### src/rtl/sys_array_tiler.sv
// sys_array_tiler: streams the M/K/N tile schedule of C = A*B for a bounded
// systolic array, one tile per valid/ready handshake.
module sys_array_tiler #(
  parameter int DIM_W  = 10,
  parameter int TILE_M = 10,
  parameter int TILE_K = 30,
  parameter int TILE_N = 10,
  parameter int CNT_W  = 16
) (
  input  logic             clk,
  input  logic             reset_n,
  input  logic             start,
  input  logic             abort,
  input  logic             order,
  input  logic [DIM_W-1:0] dim_m,
  input  logic [DIM_W-1:0] dim_k,
  input  logic [DIM_W-1:0] dim_n,
  output logic             busy,
  output logic             done,
  output logic             err,
  output logic             tile_valid,
  input  logic             tile_ready,
  output logic [DIM_W-1:0] m0,
  output logic [DIM_W-1:0] m1,
  output logic [DIM_W-1:0] k0,
  output logic [DIM_W-1:0] k1,
  output logic [DIM_W-1:0] n0,
  output logic [DIM_W-1:0] n1,
  output logic             acc_first,
  output logic             acc_last,
  output logic [CNT_W-1:0] tile_idx,
  output logic             tile_last
);
  localparam logic [2:0] S_IDLE  = 3'd0;
  localparam logic [2:0] S_CHECK = 3'd1;
  localparam logic [2:0] S_EMIT  = 3'd2;
  localparam logic [2:0] S_DONE  = 3'd3;
  localparam logic [2:0] S_ERR   = 3'd4;
  localparam logic [DIM_W:0] L_M = (DIM_W+1)'(TILE_M);
  localparam logic [DIM_W:0] L_K = (DIM_W+1)'(TILE_K);
  localparam logic [DIM_W:0] L_N = (DIM_W+1)'(TILE_N);

  // range end = min(x0+tile, dim)-1, summed one bit wider so it cannot wrap
  function automatic logic [DIM_W-1:0] f_end(input logic [DIM_W-1:0] x0,
                                             input logic [DIM_W-1:0] dim,
                                             input logic [DIM_W:0]   tile);
    logic [DIM_W:0] s;
    s = {1'b0, x0} + tile;
    return (s < {1'b0, dim}) ? s[DIM_W-1:0] - 1'b1 : dim - 1'b1;
  endfunction

  logic [2:0]       r_state;
  logic [DIM_W-1:0] r_dm, r_dk, r_dn;
  logic             r_order;
  logic             w_load, w_hs, w_zero, w_mw, w_kw, w_nw;
  logic [DIM_W-1:0] w_nm, w_nk, w_nn, w_nm1, w_nk1, w_nn1;

  assign busy       = (r_state == S_CHECK) || (r_state == S_EMIT);
  assign done       = (r_state == S_DONE) || (r_state == S_ERR);
  assign tile_valid = (r_state == S_EMIT);
  assign w_hs       = tile_valid && tile_ready;
  assign w_zero     = (r_dm == '0) || (r_dk == '0) || (r_dn == '0);
  assign w_load     = (r_state == S_CHECK) && !w_zero;
  assign w_mw       = (m1 == r_dm - 1'b1);
  assign w_kw       = (k1 == r_dk - 1'b1);
  assign w_nw       = (n1 == r_dn - 1'b1);

  // order 0: k fastest, then n, then m; order 1: n fastest, then m, then k
  always_comb begin
    w_nk  = w_load ? '0 :
            (!r_order || (w_nw && w_mw)) ? (w_kw ? '0 : k1 + 1'b1) : k0;
    w_nn  = w_load ? '0 :
            (r_order || w_kw) ? (w_nw ? '0 : n1 + 1'b1) : n0;
    w_nm  = w_load ? '0 :
            (r_order ? w_nw : (w_kw && w_nw)) ? (w_mw ? '0 : m1 + 1'b1) : m0;
    w_nm1 = f_end(w_nm, r_dm, L_M);
    w_nk1 = f_end(w_nk, r_dk, L_K);
    w_nn1 = f_end(w_nn, r_dn, L_N);
  end

  always_ff @(posedge clk or negedge reset_n) begin
    if (!reset_n) begin
      r_state   <= S_IDLE;
      r_dm      <= '0;
      r_dk      <= '0;
      r_dn      <= '0;
      r_order   <= 1'b0;
      err       <= 1'b0;
      m0        <= '0;
      m1        <= '0;
      k0        <= '0;
      k1        <= '0;
      n0        <= '0;
      n1        <= '0;
      acc_first <= 1'b0;
      acc_last  <= 1'b0;
      tile_last <= 1'b0;
      tile_idx  <= '0;
    end else begin
      if (abort) begin
        r_state <= S_IDLE;
      end else begin
        case (r_state)
          S_IDLE: if (start) begin
            r_dm    <= dim_m;
            r_dk    <= dim_k;
            r_dn    <= dim_n;
            r_order <= order;
            err     <= 1'b0;
            r_state <= S_CHECK;
          end
          S_CHECK: begin
            err     <= w_zero;
            r_state <= w_zero ? S_ERR : S_EMIT;
          end
          S_EMIT: if (w_hs && tile_last) r_state <= S_DONE;
          default: r_state <= S_IDLE;
        endcase
      end
      if (!abort && (w_load || (w_hs && !tile_last))) begin
        m0        <= w_nm;
        m1        <= w_nm1;
        k0        <= w_nk;
        k1        <= w_nk1;
        n0        <= w_nn;
        n1        <= w_nn1;
        acc_first <= (w_nk == '0);
        acc_last  <= (w_nk1 == r_dk - 1'b1);
        tile_last <= (w_nm1 == r_dm - 1'b1) && (w_nk1 == r_dk - 1'b1) &&
                     (w_nn1 == r_dn - 1'b1);
        tile_idx  <= w_load ? '0 : tile_idx + 1'b1;
      end
    end
  end
endmodule

### config.mk
export PLATFORM = sky130hd
export DESIGN_NAME = sys_array_tiler
export DESIGN_NICKNAME = d
export VERILOG_FILES = /design/src/rtl/sys_array_tiler.sv
export SDC_FILE = /design/constraint.sdc
export NUM_CORES = 1
export LEC_CHECK = 0
export ABC_AREA = 1
export CAP_MARGIN = 20
export CORE_MARGIN = 5
export CORE_UTILIZATION = 59
export CTS_BUF_LIST = sky130_fd_sc_hd__clkbuf_8
export CTS_CLUSTER_SIZE = 24
export DETAILED_ROUTE_END_ITERATION = 8
export PLACE_DENSITY_LB_ADDON = 0.05
export SETUP_SLACK_MARGIN = 0.05
export SYNTH_ARGS = -nofsm -noshare
export SYNTH_HDL_FRONTEND = slang
export SYNTH_SLANG_ARGS = --single-unit
### constraint.sdc
create_clock -name clk -period 4.8 [get_ports clk]
set_clock_uncertainty 0.15 [all_clocks]
set_input_delay 0.48 -clock clk [delete_from_list [all_inputs] [get_ports clk]]
set_output_delay 0.48 -clock clk [all_outputs]
set_load 0.05 [all_outputs]
* Word level (Yosys, flattened, before mapping)
Index checks and enable logic that the tools add are counted. Widths: inputs -> output; s select.
Operators by class: $add $sub $neg 13, $lt $le $gt $ge 3, equality and inequality tests 13, multiplexer cells 21, bitwise gates (word level) 1, reductions and logical operators 29
Operators with widths (number):
- $mux 10 | 12
- $eq 10x10->1 | 6
- $sub 10x1->10 const B | 6
- $logic_not 10->1 | 4
- $lt 11x10->1 | 3
- $add 10x1->10 const B | 3
- $add 10x4->11 const B | 2
- $add 16x1->16 const B | 1
- $mux 16 | 1
- $mux 3 | 4
- $add 10x5->11 const B | 1
- $logic_and 1x1->1 | 9
- $pmux 3 s3 | 1
- $logic_or 1x1->1 | 7
- $eq 3x2->1 const B | 2
- $reduce_and 3->1 | 2
- $logic_not 1->1 | 4
- $eq 3x1->1 const B | 1
- $eq 3x3->1 const B | 1
- $logic_not 3->1 | 1
- $ne 3x2->1 const B | 1
- $ne 3x3->1 const B | 1
- $mux 1 | 2
- $ne 2x2->1 const B | 1
- other kinds (4) | 4
Word-level totals: bits in registers 114, bits of input ports 36, output and inout port bits 83, logic and storage cells 96

* Longest topological paths before layout
depth after elaboration 12, mapped depth 43, gate-level depth less buffers 41

* Worst setup path before layout
No wires, ideal clock.
path type register to register, start register r_dk[0], end register tile_last, library setup time 0.118 ns, arrival time 4.074 ns, required time 4.532 ns, path slack 0.458 ns, cell stages (with the launch flop) 37, path buffers 2, clock period less this slack 4.342 ns, cells stage by stage dfrtp_1 inv_2 ha_1 buf_2 nand2_2 o21ai_1 nand2_1 inv_2 nor2_2 nor2_2 nand3_4 nand2_2 buf_6 nor2_1 nor2_4 ha_1 inv_1 nand2_2 nand3_1 nand2_1 inv_1 ha_1 nand2_1 nor2_1 a211oi_1 nand2_1 nand2_1 nand2_1 a21oi_2 inv_2 or2_1 nor2_1 nor2_1 nand2_1 nor2_1 nand3_1 nand2_1
On the way: elaborated cells between the ends (all ways) 36, classes of those cells add/sub: 7; order compare: 3; eq/ne: 4; mux: 11; reduce/logical: 11
RTL lines:
- from (decl) | RTL line 53 | logic [DIM_W-1:0] r_dm, r_dk, r_dn;
- from (signal assigned) | RTL line 106 | r_dk <= dim_k;
- branches (longest 5 deep; another with $sub 10x1->10)
- $mux 10 (*) | RTL line 72 | w_nn = w_load ? '0 :
- via w_nn[1] | RTL line 56 | logic [DIM_W-1:0] w_nm, w_nk, w_nn, w_nm1, w_nk1, w_nn1;
- $add 10x4->11 (*) | RTL line 48 | s = {1'b0, x0} + tile;
- $sub 10x1->10 or $lt 11x10->1 (tied branches) | RTL line 49 | return (s < {1'b0, dim}) ? s[DIM_W-1:0] - 1'b1 : dim - 1'b1;
- $mux 10 (*) | RTL line 49
- $eq 10x10->1 (*) | RTL line 130 | (w_nn1 == r_dn - 1'b1);
- $logic_and 1x1->1 (*) | RTL line 129 | tile_last <= (w_nm1 == r_dm - 1'b1) && (w_nk1 == r_dk - 1'b1) &&
- to (signal assigned) | RTL line 129
- to (decl) | RTL line 32 | output logic tile_last
Mark *: on every way through the listed nets, which the timed path passes. A chain may end at the register's enable or synchronous reset.

* Worst setup path after layout
start register r_dn[1], end register tile_last
On the way: cells in the longest elaborated chain, start to end 12, elaborated cells between the ends (all ways) 36, classes of those cells add/sub: 7; order compare: 3; eq/ne: 4; mux: 11; reduce/logical: 11
Ends and longest elaborated chain:
- from (decl) | RTL line 53
- from (signal assigned) | RTL line 107 | r_dn <= dim_n;
- $sub 10x1->10 | RTL line 49, 66, 130
- $eq 10x10->1 | RTL line 66 | assign w_nw = (n1 == r_dn - 1'b1);
- $logic_and 1x1->1, on equally long branches | RTL line 75, 71
- $mux 1 or $logic_or 1x1->1 (tied branches) | RTL line 75, 71
- $mux 10, on equally long branches | RTL line 75, 71
- $mux 10, on equally long branches | RTL line 74, 70
- $add 10x4->11 or $add 10x5->11 (tied branches) | RTL line 48
- $sub 10x1->10 or $lt 11x10->1 (tied branches) | RTL line 49
- $mux 10 | RTL line 49
- $eq 10x10->1 | RTL line 129
- $logic_and 1x1->1 (2 in series) | RTL line 129
Parallel ways exist; a longest one is shown, timed or not.

==> out/metrics.yaml <==
cts_tree: "done"
rsz0062_at_grt: "true"
clk_latency_ns: 0.48
ys_top_cells_by_area: "dfrtp_1 (28%), nand2_1 (18%), nand3_1 (8.3%)"
synthArstFlopShare: 1.000
globalRouteTotalUtil: 0.3143
yosys_warnings: 0
leakage_nw: 6.624
fin_crit_ns: 4.709
setup_violations: 0
viasPerCell: 5.646
tightest_slew_ns: 1.010
worstPathRequired_ns: 5.01
fp.coreArea_sq_mm: 0.01664
drive_gt1_frac: 0.1878
grt_pass1_wl_mm: 50.96
place_hpwl_mm: 23.92
critical_path.max_fanout: 12
area_delta_synth_final_pct: 31.45
p_per_area_mw_per_mm2: 621.3
r2r_start: "r_dn[1]"
final_area_sq_mm: 0.01323
synth_top_cell_area_share: 0.2834
clock.fmax_ghz: 0.2123
ios: 119
nets: 1889
rrSetupSlack_ns: 0.09
worstPathArrival_ns: 4.92
die_h_microns: 140.6
met3_usage: 0.06028
cts_made_buffers: 17
synth.distinct_cells: 51
clockBufferDepth: 2
yosys.area.top_type: "dfrtp_1"
grt_pass1_vias: 10573
dr_total_vias: 11524
synthFlopType: "dfrtp_1"
ys_top_cells_by_count: "nand2_1 (481), inv_1 (208), nand3_1 (167)"
r2r.worst_path.cells: 30
ys_seq_area_frac: 0.2834
synth_nets: 1687
start_util: 0.6048
synth.most_common_cell: "nand2_1"
grtUsageMet1: 0.4237
startpoint: "r_dn[1]"
grt-ovfl-total: 0
wl_per_cell_microns: 16.11
antenna_found_initial: 0
synth.avg_cell_area_sq_um: 6.268
ant_nets: 0
ctsRootBufferMaster: "clkbuf_8"
htreeDepth: 4
status: "finished, final reports clean"
cap_viol_max_count: 0
hold_viol: 0
cp_common_cell: "nand2_1"
clkSlewWorstSetupHoldPaths_ns: 0.08
path_class: "reg -> reg"
num_rows: 47
hold_class: "reg -> reg"
synthCells: 1606
die_x_microns: 140.6
slowest_stage: "dfrtp_1"
top_usage_layer: "met2"
drc_errors: 0
cp-start-kind: "register"
ys_seq_elements: 114
p_total_mw: 8.221
gp_congestion: 0.9579
slowest_delay_ns: 0.42
peakVddDrop_uv: 569.0
worstSetupEndpointType: "register"
drt_wl_total_mm: 32.88
worstSetupEndpoint: "tile_last"
clock-sinks: 114
antenna_cells: 0
first_pass_iters: 6
slew_headroom: 0.3256
die_area_sq_mm: 0.01977
gr-usage-met2: 0.5063
postPlaceCellArea_sq_mm: 0.01184
drt_iter0_markers: 1154
r2r_end: "tile_last"
finalCritPeriodShare: 0.9811
syn_area_sq_mm: 0.01007
maxSlewViolCount: 0
synth-edff-count: 0
io_buffers: 118
grt_start_max_net_pins: 81
-- worst min-delay path by stage --
stage                     startpoint           to  cells after the start
final                            err          err                      2
after global routing         reset_n  tile_idx[6]                      2
after CTS                    reset_n  tile_idx[6]                      2
after detailed placement     reset_n  tile_idx[6]                      1
after global placement       reset_n  tile_idx[6]                      1
after floorplan              reset_n    acc_first                      0
-- power breakdown --
group          switching [mW]  internal, mW  total, mW
Clock                   0.493         0.477      0.970
Sequential              0.372          1.24       1.61
Combinational            3.61          2.03       5.64
Total                    4.47          3.75       8.22
-- worst max-delay path: cells and delay by family (launching register included) --
kind / cells / cell delay, ns
AO/OA/AOI/OAI: 3 / 0.66
buffers and inverters: 6 / 0.79
AND/OR/NAND/NOR: 19 / 2.08
adder cells (fa/ha/maj): 2 / 0.48
flip-flops: 1 / 0.42
-- routing by layer --
layer,wire length (microns),vias up,share of wire
li1,-,5582,-
met1,13750,5273,0.42
met2,15400,562,0.47
met3,2637,107,0.080
met4,1095,0,0.033
met5,0,-,0
-- layout by cell type (no fill, tap or decap), types with 32 or more instances in the layout --
cell | Yosys | routed
o21ai_0 | 93 | 76
nand3_1 | 167 | 159
nand2_2 | 21 | 41
nor2_1 | 166 | 144
a21oi_1 | 56 | 51
ha_1 | 45 | 32
buf_4 | 1 | 82
nand2_1 | 481 | 453
inv_1 | 208 | 197
nand4_1 | 38 | 38
dfrtp_1 | 114 | 111
clkdlybuf4s50_1 | 0 | 117
-- sequential cells by signal, summed over array words and instances (netlist names) --
register and count:
acc_first 1, acc_last 1, err 1, k0 10, k1 10, m0 10, m1 10, n0 10
n1 10, r_dk 10, r_dm 10, r_dn 10, r_order 1, r_state 3, tile_idx 16, tile_last 1
-- what timing repair did --
| action | 4_1_cts | 5_1_grt |
|---|---|---|
| setup buffers | 8 | 27 |
| pin swaps | 7 | 40 |
| setup endpoints to repair | 16 | 32 |
| cloned | 1 | 3 |
| gates resized for setup | 13 | 161 |
| endpoints found under the hold margin | 37 | 0 |
| hold buffers | 1 | 0 |
-- cells by family after synthesis --
logic type	Yosys count	synth area share
flip-flops	114	0.2834
XOR/XNOR	24	0.02088
AND/OR/NAND/NOR	968	0.4344
buffers and inverters	265	0.1029
adder cells (fa/ha/maj)	45	0.05594
AO/OA/AOI/OAI	190	0.1024
-- area by class of cell --
cell class,instances,area (sq um)
tap,220,275.3
timing repair inverter,1,5.005
sequential,114,2856
inverter,230,875.8
clock inverter,15,173.9
timing repair buffer,217,2034
clock buffer,17,234.0
fill,1247,3411
multi-input combinational,1227,6777
-- through the flow --
stage          hold WS [ns]    util  instances  worst slack (ns)  setup TNS, ns
5_1_grt              0.3903  0.7951       2041           -0.3084         -1.631
4_1_cts              0.3696  0.7437       2011           0.05111              0
6_report             0.3613  0.7951       2041           0.09072              0
3_5_place_dp         0.3301  0.7115       1969           -0.2131        -0.3524
3_3_place_gp         0.3265  0.7115       1969          -0.09020       -0.09020
2_1_floorplan       0.03441       -       1606            0.4585              0
No activity file was read; power rests on OpenSTA's default activity.
